[config.mk]
export PLATFORM = sky130hd
export DESIGN_NAME = mode_sched
export DESIGN_NICKNAME = d
export VERILOG_FILES = /design/src/rtl/smart_car_pkg.sv /design/src/rtl/tick_cnt.sv /design/src/rtl/mode_sched.sv
export SDC_FILE = /design/constraint.sdc
export NUM_CORES = 1
export LEC_CHECK = 0
export CORE_UTILIZATION = 31
export CTS_BUF_LIST = sky130_fd_sc_hd__clkbuf_8 sky130_fd_sc_hd__clkbuf_16
export CTS_CLUSTER_SIZE = 8
export DETAILED_ROUTE_END_ITERATION = 6
export HOLD_SLACK_MARGIN = 0.03
export PLACE_DENSITY_LB_ADDON = 0.3
export SYNTH_ARGS = -nofsm -noshare
export SYNTH_HDL_FRONTEND = slang
export SYNTH_HIERARCHICAL = 1
export SYNTH_SLANG_ARGS = --single-unit
[constraint.sdc]
create_clock -name clk -period 4.73 [get_ports clk]
set_input_delay 0.473 -clock clk [delete_from_list [all_inputs] [get_ports clk]]
set_output_delay 0.473 -clock clk [all_outputs]
set_load 0.02 [all_outputs]
[src/rtl/smart_car_pkg.sv]
// Shared definitions for the smart-car mode scheduler.
// Contents:
//   CNT_W                  width of the dead/hold timers
//   DEAD_CYCLES_DEF        default motor-off dead time before a new mode (0.5 s at 50 MHz)
//   HOLD_CYCLES_DEF        default motor-off hold time after an obstacle clears
//   mode_t / MODE_*        applied-mode encodings
//   state_e                scheduler FSM state encoding
//   arb_mode()             request arbitration (remote wins over keys)
package smart_car_pkg;

    localparam int unsigned CNT_W           = 25;
    localparam int unsigned DEAD_CYCLES_DEF = 25000000;
    localparam int unsigned HOLD_CYCLES_DEF = 5000000;

    typedef logic [1:0] mode_t;

    localparam mode_t MODE_IDLE   = 2'b00;
    localparam mode_t MODE_TRACK  = 2'b01;
    localparam mode_t MODE_AVOID  = 2'b10;
    localparam mode_t MODE_REMOTE = 2'b11;

    typedef enum logic [1:0] {
        StRun    = 2'd0,
        StBrake  = 2'd1,
        StCommit = 2'd2,
        StHalt   = 2'd3
    } state_e;

    // Remote request takes priority; the key request is dropped when both arrive together.
    function automatic mode_t arb_mode(input logic bt_req, input mode_t bt_mode,
                                       input mode_t key_mode);
        return bt_req ? bt_mode : key_mode;
    endfunction

endpackage

[src/rtl/tick_cnt.sv]
// Shared 25-bit up-counter used for both the dead time and the hold time.
// A load clears the count and latches a new terminal value; clear only zeroes the count.
// Ports:
//   clk       system clock (rising edge)
//   rst       synchronous active-high reset
//   i_load    clear count and latch i_target as the terminal value
//   i_target  terminal value, loaded by i_load
//   i_clr     clear count, keep terminal value
//   i_en      count up by one
//   o_done    count equals the terminal value
module tick_cnt
    import smart_car_pkg::*;
(
    input  logic             clk,
    input  logic             rst,
    input  logic             i_load,
    input  logic [CNT_W-1:0] i_target,
    input  logic             i_clr,
    input  logic             i_en,
    output logic             o_done
);

    logic [CNT_W-1:0] r_count;
    logic [CNT_W-1:0] r_target;

    always_ff @(posedge clk) begin
        if (rst) begin
            r_count  <= '0;
            r_target <= '0;
        end else if (i_load) begin
            r_count  <= '0;
            r_target <= i_target;
        end else if (i_clr) begin
            r_count <= '0;
        end else if (i_en) begin
            r_count <= r_count + 1'b1;
        end
    end

    assign o_done = (r_count == r_target);

endmodule

[src/rtl/mode_sched.sv]
// Drive-mode scheduler: applies key/remote mode requests with a motor-off dead time,
// and forces the motors off while an obstacle is present plus a hold time afterwards.
// Ports:
//   clk, rst            system clock, synchronous active-high reset
//   key_req, key_mode   one-cycle key request and its mode
//   bt_req, bt_mode     one-cycle remote request and its mode (wins over keys)
//   obstacle            level, high while an obstacle is in range
//   mode_out            applied mode (00 idle, 01 track, 10 avoid, 11 remote)
//   motor_en            motor driver enable
//   mode_chg            one-cycle pulse when mode_out takes a new value
//   key_ack, bt_ack     one-cycle pulse when that request was accepted
//   busy                high whenever the scheduler is not in RUN
// All outputs are registered.
module mode_sched
    import smart_car_pkg::*;
#(
    parameter int unsigned DEAD_CYCLES = DEAD_CYCLES_DEF,
    parameter int unsigned HOLD_CYCLES = HOLD_CYCLES_DEF
) (
    input  logic       clk,
    input  logic       rst,
    input  logic       key_req,
    input  logic [1:0] key_mode,
    input  logic       bt_req,
    input  logic [1:0] bt_mode,
    input  logic       obstacle,
    output logic [1:0] mode_out,
    output logic       motor_en,
    output logic       mode_chg,
    output logic       key_ack,
    output logic       bt_ack,
    output logic       busy
);

    // BRAKE counts 0..DEAD_CYCLES-1 so it lasts exactly DEAD_CYCLES cycles.
    // HALT counts 0..HOLD_CYCLES: the first quiet cycle releases the obstacle hold,
    // then HOLD_CYCLES further quiet cycles are required before leaving.
    localparam logic [CNT_W-1:0] DEAD_TGT = CNT_W'(DEAD_CYCLES - 1);
    localparam logic [CNT_W-1:0] HOLD_TGT = CNT_W'(HOLD_CYCLES);

    state_e           r_state;
    state_e           w_state_nxt;
    mode_t            r_mode_out;
    mode_t            r_pend;
    mode_t            w_req_mode;
    mode_t            w_pend_nxt;
    logic             w_req;
    logic             w_accept;
    logic             w_cnt_done;
    logic             w_cnt_load;
    logic             w_cnt_clr;
    logic             w_cnt_en;
    logic [CNT_W-1:0] w_cnt_tgt;
    logic             r_motor_en;
    logic             r_mode_chg;
    logic             r_key_ack;
    logic             r_bt_ack;
    logic             r_busy;

    assign w_req      = key_req | bt_req;
    assign w_req_mode = arb_mode(bt_req, bt_mode, key_mode);
    // COMMIT is a single cycle that only applies pend_mode; requests there are dropped.
    assign w_accept   = w_req && (r_state != StCommit);
    assign w_pend_nxt = w_accept ? w_req_mode : r_pend;

    always_comb begin
        w_state_nxt = r_state;
        unique case (r_state)
            StRun: begin
                if (obstacle) begin
                    w_state_nxt = StHalt;
                end else if (w_accept && (w_req_mode != r_mode_out)) begin
                    w_state_nxt = StBrake;
                end
            end
            StBrake: begin
                if (obstacle) begin
                    w_state_nxt = StHalt;
                end else if (w_cnt_done) begin
                    w_state_nxt = StCommit;
                end
            end
            StCommit: begin
                w_state_nxt = obstacle ? StHalt : StRun;
            end
            StHalt: begin
                if (!obstacle && w_cnt_done) begin
                    w_state_nxt = (w_pend_nxt != r_mode_out) ? StCommit : StRun;
                end
            end
        endcase
    end

    // Counter restarts on every state entry; in HALT an obstacle holds it at zero.
    always_comb begin
        w_cnt_load = (w_state_nxt != r_state);
        w_cnt_tgt  = (w_state_nxt == StHalt) ? HOLD_TGT : DEAD_TGT;
        w_cnt_clr  = (r_state == StHalt) && obstacle;
        w_cnt_en   = (r_state == StBrake) || ((r_state == StHalt) && !obstacle);
    end

    tick_cnt u_tick_cnt (
        .clk      (clk),
        .rst      (rst),
        .i_load   (w_cnt_load),
        .i_target (w_cnt_tgt),
        .i_clr    (w_cnt_clr),
        .i_en     (w_cnt_en),
        .o_done   (w_cnt_done)
    );

    always_ff @(posedge clk) begin
        if (rst) begin
            r_state    <= StRun;
            r_mode_out <= MODE_IDLE;
            r_pend     <= MODE_IDLE;
            r_motor_en <= 1'b1;
            r_mode_chg <= 1'b0;
            r_key_ack  <= 1'b0;
            r_bt_ack   <= 1'b0;
            r_busy     <= 1'b0;
        end else begin
            r_state    <= w_state_nxt;
            r_pend     <= w_pend_nxt;
            r_key_ack  <= w_accept & ~bt_req;
            r_bt_ack   <= w_accept & bt_req;
            r_motor_en <= (w_state_nxt == StRun);
            r_busy     <= (w_state_nxt != StRun);
            r_mode_chg <= 1'b0;
            // mode_out is updated on entry so the new value is visible during COMMIT.
            // A pending mode that was overwritten back to the current one changes nothing,
            // so no mode_chg pulse is raised for it.
            if (w_state_nxt == StCommit) begin
                r_mode_out <= w_pend_nxt;
                r_mode_chg <= (w_pend_nxt != r_mode_out);
            end
        end
    end

    assign mode_out = r_mode_out;
    assign motor_en = r_motor_en;
    assign mode_chg = r_mode_chg;
    assign key_ack  = r_key_ack;
    assign bt_ack   = r_bt_ack;
    assign busy     = r_busy;

endmodule

==> results.cfg, run 1 <==
[routing]
ant_nets = 0
routed_via_density = 4.75
drc = 0
wl_per_cell_um = 12.9
firstDrtPassIters = 4
vias = 2318
drtIter0Drc = 98
wl_um = 6290

[global_routing]
grt_first_pass_wirelength_um = 10500
grt_use_met1_pct = 16.6
use_met3_pct = 5.57
antenna_found_initial = 0
grt_max_degree = 38
grt.busiest_layer = met2
grt_pass1_vias = 2173
grt-ovfl-total = 0
grt_use_total_pct = 13.7
gr-usage-met2_pct = 22.1

[worst_setup_path]
worst-setup-path-type = flip-flop to flip-flop
reg2reg_slack_ns = 1.57
worstSetupEndpointType = flip-flop
worstPathRequired_ns = 4.95
crit_fanout = 26
crit_path_start_kind = flip-flop
arrival_ns = 3.38

[timing]
fin_crit_sh_pct = 66.8
worst_slew_pin_slew_ns = 0.866
period_minus_slack_ns = 3.16
tns_ns = 0
relSlewSlack_pct = 41.7
fin_skew_ns = 0.00779
layout_setup_ws_ns = 1.57
rsz0062_at_grt = false
final_hold_viol_count = 0
maxSlewViolCount = 0
hold_slack_ns = 0.513
final-setup-viol-count = 0
fmax_mhz = 317

[synth]
synth-compound-area-share_pct = 10.8
synth_edf_count = 0
synth_mux_area_share_pct = 8.66
synth_top_family_by_area = simple AND/OR/NAND/NOR gates
synth_cells = 334
yosysSeqAreaShare_pct = 40.6
synthAdderAreaFrac_pct = 0.416
syn_area_um2 = 3000
synthArstFlopShare_pct = 0
yosys.area_share.simple_pct = 24.1
syn_avg_cell_area_um2 = 8.99
synth_flop_cell = dfxtp_1
synthXorXnorAreaFrac_pct = 11.4
synth.distinct_cells = 59
yosys_warnings = 6
ys_seq_elements = 61

[flow_run]
maxCapViolCount = 0

[final_layout]
mostFrequentLayoutCells = dfxtp_1 (61), nor2_1 (52), mux2i_1 (26)
drive_above_1_share_pct = 10.3
final_common_cell = dfxtp_1
nets = 364
finalNonFillerCells = 488
area_delta_synth_final_pct = 16.9
final_cell_area_um2 = 3510
antennaDiodeCount = 0

[floorplanning]
rows = 35
die_area_um2 = 10100
die_h_um = 100
core_um2 = 9330
initial_core_util_pct = 32.2
boundaryPins = 16
dieWidth_um = 100

[placed_design]
numPortBuffers = 15
hpwlAfterDp_um = 4360
place_inst = 472
gp_congestion = 0.834
pre_cts_ws_ns = 1.23
place_area_um2 = 3300

[clock_tree]
clockBufferDepth = 2
numCtsBuffers = 9
htreeDepth = 3
clock-root-buffer = clkbuf_8
cts_sinks = 61
postCtsSetupBuffers = 0
clk_pin_slew_ns = 0.07
clk_latency_ns = 0.34
hold_buffers = 0
cts_tree = yes
cts_resized = 0

[power_and_ir_drop]
leakage_nw = 1.34
peakVddDrop_uv = 145
powerDensity_nw_per_um2 = 336

[worst_hold_path]
min_path_type = flip-flop to flip-flop

[status]
status = completed
## logic make-up (layout without fill, tap and decap cells)
logic type                 after synthesis  count (layout)
AOI/OAI and AO/OA                       44              44
and+or+nand+nor                        136             136
other                                    2              10
buffers and inverters                   25              42
muxes                                   26              26
xor gates and xnor gates                39              39
DFF                                     61              61
adders and majority gates                1               1
## per-stage QoR
step / total power [mW] / utilization [%]
4_1_cts: 1.19 / 37.6
2_1_floorplan: 0.666 / -
3_5_place_dp: 0.707 / 35.4
5_1_grt: 1.23 / 37.6
3_3_place_gp: 0.704 / 35.4
6_report: 1.18 / 37.6
## per-layer routing
metal / vias to the layer above / part of all wire (%)
met4: 0 / 1.1
met1: 1072 / 49
li1: 1195 / -
met2: 43 / 46
met3: 8 / 4.3
met5: - / 0
## area by class of cell
cell class	instances	area, um^2
clock buffers	12	165
clock inverters	4	45.0
fillers	941	5820
inverters	8	30.0
multi-input cells	256	1720
flip-flops and latches	61	1220
well taps	129	161
repair buffers	18	173
## report_power, final
| group | internal (mW) | total (mW) | switching (mW) |
|---|---|---|---|
| Clock | 0.284 | 0.484 | 0.200 |
| Sequential | 0.537 | 0.554 | 0.0169 |
| Combinational | 0.0642 | 0.140 | 0.0759 |
## path summary, 6_finish.rpt
path                                                             end                                  from  cells after the start
worst max register to register   u_tick_cnt/r_count[24]$_SDFFE_PP0P_    u_tick_cnt/r_count[4]$_SDFFE_PP0P_                     10
worst min register to register  u_tick_cnt/r_target[19]$_SDFFE_PP0P_  u_tick_cnt/r_target[19]$_SDFFE_PP0P_                      2
worst min-delay path            u_tick_cnt/r_target[19]$_SDFFE_PP0P_  u_tick_cnt/r_target[19]$_SDFFE_PP0P_                      2
worst max-delay path             u_tick_cnt/r_count[24]$_SDFFE_PP0P_    u_tick_cnt/r_count[4]$_SDFFE_PP0P_                     10
## synth_stat cells, drive strengths merged, types with 2 or more instances
cell / n / area share [%]
conb: 2 / 0.25
or3: 7 / 1.5
o21ai: 11 / 1.8
mux2i: 26 / 8.7
xnor2: 21 / 6.1
nor3: 7 / 1.2
or4: 6 / 1.6
o31ai: 4 / 1.2
nor2: 52 / 6.5
xor2: 18 / 5.2
inv: 8 / 1.0
nor2b: 5 / 1.1
nand3b: 2 / 0.50
o21a: 3 / 0.75
or3b: 2 / 0.67
clkbuf: 13 / 1.7
dfxtp: 61 / 41
and4: 3 / 0.92
nor3b: 3 / 0.92
nor4: 7 / 1.5
a21oi: 14 / 2.5
buf: 4 / 1.0
nand2: 15 / 1.9
nand3: 9 / 1.5
nand4: 10 / 2.3
and2: 2 / 0.46
## critical path, stage by stage, from the launching register on
cell and delay [ns]:
dfxtp_1 0.48, xor2_1 0.11, nor4_1 0.37, nand4_1 0.20, nor4_1 0.58, nor2b_1 0.20
o31ai_4 0.27, buf_4 0.44, nor3_1 0.20, nand2_1 0.10, o21ai_0 0.07
## state kept, by name (all words and copies together) (netlist names)
register / flops
bt_ack: 1
mode_chg: 1
r_state: 2
r_pend: 2
key_ack: 1
mode_out: 2
motor_en: 1
busy: 1
u_tick_cnt/r_target: 25
u_tick_cnt/r_count: 25
(Power assumes the default switching activity.)
==> run 2, diff against run 1 <==
clock period = 2.6 ns   (was 4.73 ns; I/O delays follow)
==> results.cfg, run 2 (synthesis results as in run 1) <==
[worst_setup_path]
worst-setup-path-type = flip-flop to flip-flop
crit_slowest_cell = or4_1
arrival_ns = 2.70
crit_path_start_kind = flip-flop
path_cells = xor2_1 > nor4_2 > nand4_1 > nor4_1 > buf_4 > nor2b_1 > o31ai_4 > or3_1 > or4_1 > o21ai_0
max_stage_delay_ns = 0.50
worstSetupEndpointType = flip-flop
crit_fanout = 4
worstPathRequired_ns = 2.87

[timing]
final-setup-viol-count = 0
fmax_mhz = 412
tns_ns = 0
rsz0062_at_grt = false
relSlewSlack_pct = 61.3
layout_setup_ws_ns = 0.170
period_minus_slack_ns = 2.43
maxSlewViolCount = 0
worst_slew_pin_slew_ns = 0.575
fin_crit_sh_pct = 93.4
fin_skew_ns = 0.00974
final_hold_viol_count = 0

[routing]
drc = 0
ant_nets = 0
routed_via_density = 4.68
drtIter0Drc = 62
firstDrtPassIters = 5
vias = 2423
wl_per_cell_um = 12.8
wl_um = 6650

[final_layout]
antennaDiodeCount = 0
finalNonFillerCells = 518
multi_input_area_um2 = 1730
nets = 395
final_common_cell = dfxtp_1
fill_cells = 954
area_delta_synth_final_pct = 23.9
ff_latch_area_um2 = 1220
drive_above_1_share_pct = 17.0
mostFrequentLayoutCells = dfxtp_1 (61), nor2_1 (52), buf_4 (32)
reg_top3 = u_tick_cnt/r_count: 25 flops, u_tick_cnt/r_target: 25 flops

[clock_tree]
hold_buffers = 0
htreeDepth = 3
cts_tree = yes
clockBufferDepth = 2
clk_latency_ns = 0.34
cts_sinks = 61
clock-root-buffer = clkbuf_8
numCtsBuffers = 9
clk_pin_slew_ns = 0.07

[floorplanning]
die_area_um2 = 10100
die_h_um = 100
core_um2 = 9330
boundaryPins = 16
dieWidth_um = 100
initial_core_util_pct = 32.2
rows = 35

[global_routing]
grt.busiest_layer = met2
grt-ovfl-total = 0
grt_use_met1_pct = 19.2
use_met3_pct = 4.18
grt_pass1_vias = 2255
gr-usage-met2_pct = 22.0
antenna_found_initial = 0
grt_first_pass_wirelength_um = 11000
grt_max_degree = 37
grt_use_total_pct = 14.2

[placed_design]
numPortBuffers = 15
hpwlAfterDp_um = 4810
place_inst = 502
pre_cts_ws_ns = -0.147
gp_congestion = 0.760

[status]
status = completed

[power_and_ir_drop]
leakage_nw = 1.49
powerDensity_nw_per_um2 = 536
p_total_mw = 2.00
peakVddDrop_uv = 256

[worst_hold_path]
min_path_type = flip-flop to flip-flop

[flow_run]
maxCapViolCount = 0
-- run 2: what timing repair did --
item	in CTS	in global routing
buffers inserted	0	1
gates resized for setup	0	3
setup endpoints to repair	0	28
-- run 2: path summary, 6_finish.rpt --
| kind | start | endpoint | slack, ns | cells past startpoint |
|---|---|---|---|---|
| worst min-delay path | u_tick_cnt/r_count[24]$_SDFFE_PP0P_ | u_tick_cnt/r_count[24]$_SDFFE_PP0P_ | 0.49 | 2 |
| worst max register to register | u_tick_cnt/r_count[22]$_SDFFE_PP0P_ | u_tick_cnt/r_count[24]$_SDFFE_PP0P_ | 0.17 | 10 |
| worst min register to register | u_tick_cnt/r_count[24]$_SDFFE_PP0P_ | u_tick_cnt/r_count[24]$_SDFFE_PP0P_ | 0.49 | 2 |
| worst max-delay path | u_tick_cnt/r_count[22]$_SDFFE_PP0P_ | u_tick_cnt/r_count[24]$_SDFFE_PP0P_ | 0.17 | 10 |
-- run 2: worst max-delay path: cells and delay by family, from the launching register on --
kind | cells | cell delay [ns]
AND/OR/NAND/NOR | 6 | 1.42
flip-flops | 1 | 0.41
XOR/XNOR | 1 | 0.20
AO/OA/AOI/OAI | 2 | 0.19
buffers and inverters | 1 | 0.13
-- run 2: metal layers --
metal	vias to the layer above	wire (um)	part of all wire [%]
met5	-	0	0
met4	0	51	0.77
met3	4	337	5.1
met2	45	2990	45
met1	1121	3270	49
li1	1253	-	-
-- run 2: cell type report --
type	instances	area share (%)
multi-input cells	256	46.4
repair buffers	49	11.3
well taps	129	4.34
inverters	8	0.807
clock buffers	10	3.70
flip-flops and latches	61	32.8
clock inverters	5	0.572
-- run 2: power breakdown --
group	internal (mW)	total (mW)	switching, mW
Sequential	0.978	1.01	0.0279
Clock	0.352	0.698	0.345
Combinational	0.146	0.293	0.147
-- run 2: metrics by stage --
stage / util [%] / hold slack, ns / area [um^2]
6_report: 39.9 / 0.488 / 3720
5_1_grt: 39.9 / 0.520 / 3720
4_1_cts: 39.6 / 0.490 / 3700
3_5_place_dp: 37.9 / 0.483 / 3540
3_3_place_gp: 37.9 / 0.482 / 3540
2_1_floorplan: - / 0.383 / 3040
==> run 3, diff against run 2 <==
CTS_BUF_LIST = unset   (was sky130_fd_sc_hd__clkbuf_8 sky130_fd_sc_hd__clkbuf_16)
TNS_END_PERCENT = 50   (was unset)
==> results.cfg, run 3 (synthesis results as in run 1) <==
[status]
status = completed

[routing]
wl_um = 6690
ant_nets = 0
vias = 2425
routed_via_density = 4.69
wl_met1_um = 3410
drc = 0
topRoutingLayerUsed = met4
wl_met2_um = 2980
firstDrtPassIters = 4
wl_met3_um = 218
wl_per_cell_um = 12.9
drtIter0Drc = 62

[floorplanning]
core_um2 = 9330
dieWidth_um = 100
die_area_um2 = 10100
rows = 35
die_h_um = 100
boundaryPins = 16
initial_core_util_pct = 32.2

[timing]
layout_setup_ws_ns = 0.171
fin_skew_ns = 0.00959
hold_slack_ns = 0.488
rsz0062_at_grt = false
worst_slew_pin_slew_ns = 0.593
fmax_mhz = 412
relSlewSlack_pct = 60.1
final-setup-viol-count = 0
final_hold_viol_count = 0
maxSlewViolCount = 0
fin_crit_sh_pct = 93.4
period_minus_slack_ns = 2.43

[power_and_ir_drop]
p_total_mw = 2.01
peakVddDrop_uv = 255
powerDensity_nw_per_um2 = 540
leakage_nw = 1.47

[worst_setup_path]
arrival_ns = 2.69
worst_r2r_endpoint = u_tick_cnt/r_count[24]$_SDFFE_PP0P_
r2r-start = u_tick_cnt/r_count[14]$_SDFFE_PP0P_
worst-setup-path-type = flip-flop to flip-flop
crit_fanout = 6
worstSetupEndpointType = flip-flop
reg2reg_slack_ns = 0.17
crit_start = u_tick_cnt/r_count[14]$_SDFFE_PP0P_
ff2ff_path_depth = 10
crit_path_start_kind = flip-flop
worstPathRequired_ns = 2.87

[global_routing]
grt-ovfl-total = 0
grt_use_total_pct = 14.2
grt_max_degree = 37
grt_pass1_vias = 2257
antenna_found_initial = 0
grt_first_pass_wirelength_um = 11000

[final_layout]
reg_top3 = u_tick_cnt/r_count: 25 flops, u_tick_cnt/r_target: 25 flops
nets = 394
area_delta_synth_final_pct = 23.6
antennaDiodeCount = 0
fill_cells = 954
final_common_cell = dfxtp_1
mostFrequentLayoutCells = dfxtp_1 (61), nor2_1 (52), buf_4 (31)
drive_above_1_share_pct = 16.8
final_core_util_pct = 39.8

[clock_tree]
htreeDepth = 3
clock-root-buffer = clkbuf_8
clk_pin_slew_ns = 0.07
clk_latency_ns = 0.34
cts_sinks = 61
numCtsBuffers = 9
cts_tree = yes
clockBufferDepth = 2

[worst_hold_path]
hold_path_end = u_tick_cnt/r_count[24]$_SDFFE_PP0P_
hold_depth = 2
hp-start = u_tick_cnt/r_count[24]$_SDFFE_PP0P_
min_path_type = flip-flop to flip-flop

[placed_design]
gp_congestion = 0.760
hpwlAfterDp_um = 4810
pre_cts_ws_ns = -0.147
numPortBuffers = 15

[flow_run]
maxCapViolCount = 0
==> run 3: changes by cell type in the layout (fill, tap and decap cells not counted) <==
| cell | before | now |
|---|---|---|
| clkbuf_1 | 0 | 3 |
| inv_1 | 11 | 8 |
| buf_4 | 32 | 31 |
==> run 3: area by class of cell <==
type | count | area [um^2] | area share [%]
repair buffers | 48 | 414 | 11.2
clock buffers | 13 | 149 | 4.01
multi-input cells | 256 | 1730 | 46.5
flip-flops and latches | 61 | 1220 | 32.9
clock inverters | 2 | 10.0 | 0.270
well taps | 129 | 161 | 4.35
inverters | 8 | 30.0 | 0.809
==> run 3: timing repair <==
action / in CTS / in global routing
hold endpoints to repair: 0 / 0
resized for setup: 0 / 3
setup endpoints to repair: 0 / 27
hold buffers: 0 / 0
setup buffers: 0 / 0
==> run 3: per-stage QoR <==
step                      TNS [ns]  instance area, um^2  instances
after floorplan             -0.739                 3040        342
after global placement       -1.18                 3540        502
after detailed placement     -2.03                 3540        502
after CTS                        0                 3700        517
after global routing             0                 3710        517
final                            0                 3710        517
==> run 3: layer usage <==
layer	track usage [%]	up-vias
met5	0	-
met4	4.01	0
met3	4.18	7
met2	22.1	35
met1	19.1	1131
li1	-	1252
==> run 3: critical path, cell delays in order (launching register included) <==
cell and delay [ns]:
dfxtp_1 0.45, xor2_1 0.17, nor2_1 0.07, nand4_1 0.11
nor4_1 0.06, buf_4 0.13, nor2b_1 0.27, o31ai_4 0.11
or3_1 0.41, or4_1 0.50, o21ai_0 0.08
==> run 3: worst max-delay path by stage <==
stage | end | slack [ns]
after floorplan | u_tick_cnt/r_count[0]$_SDFFE_PP0P_ | -0.04
after CTS | u_tick_cnt/r_target[16]$_SDFFE_PP0P_ | 0.007
final | u_tick_cnt/r_count[24]$_SDFFE_PP0P_ | 0.17
after global placement | u_tick_cnt/r_count[24]$_SDFFE_PP0P_ | -0.12
after global routing | u_tick_cnt/r_target[20]$_SDFFE_PP0P_ | 0.007
after detailed placement | u_tick_cnt/r_count[24]$_SDFFE_PP0P_ | -0.15
==> run 3: report_power, final <==
part / internal [mW] / switching [mW] / total [mW] / leakage, nW
combinational: 0.144 / 0.146 / 0.290 / 0.890
sequential: 0.978 / 0.0275 / 1.01 / 0.499
clock: 0.364 / 0.345 / 0.709 / 0.0833
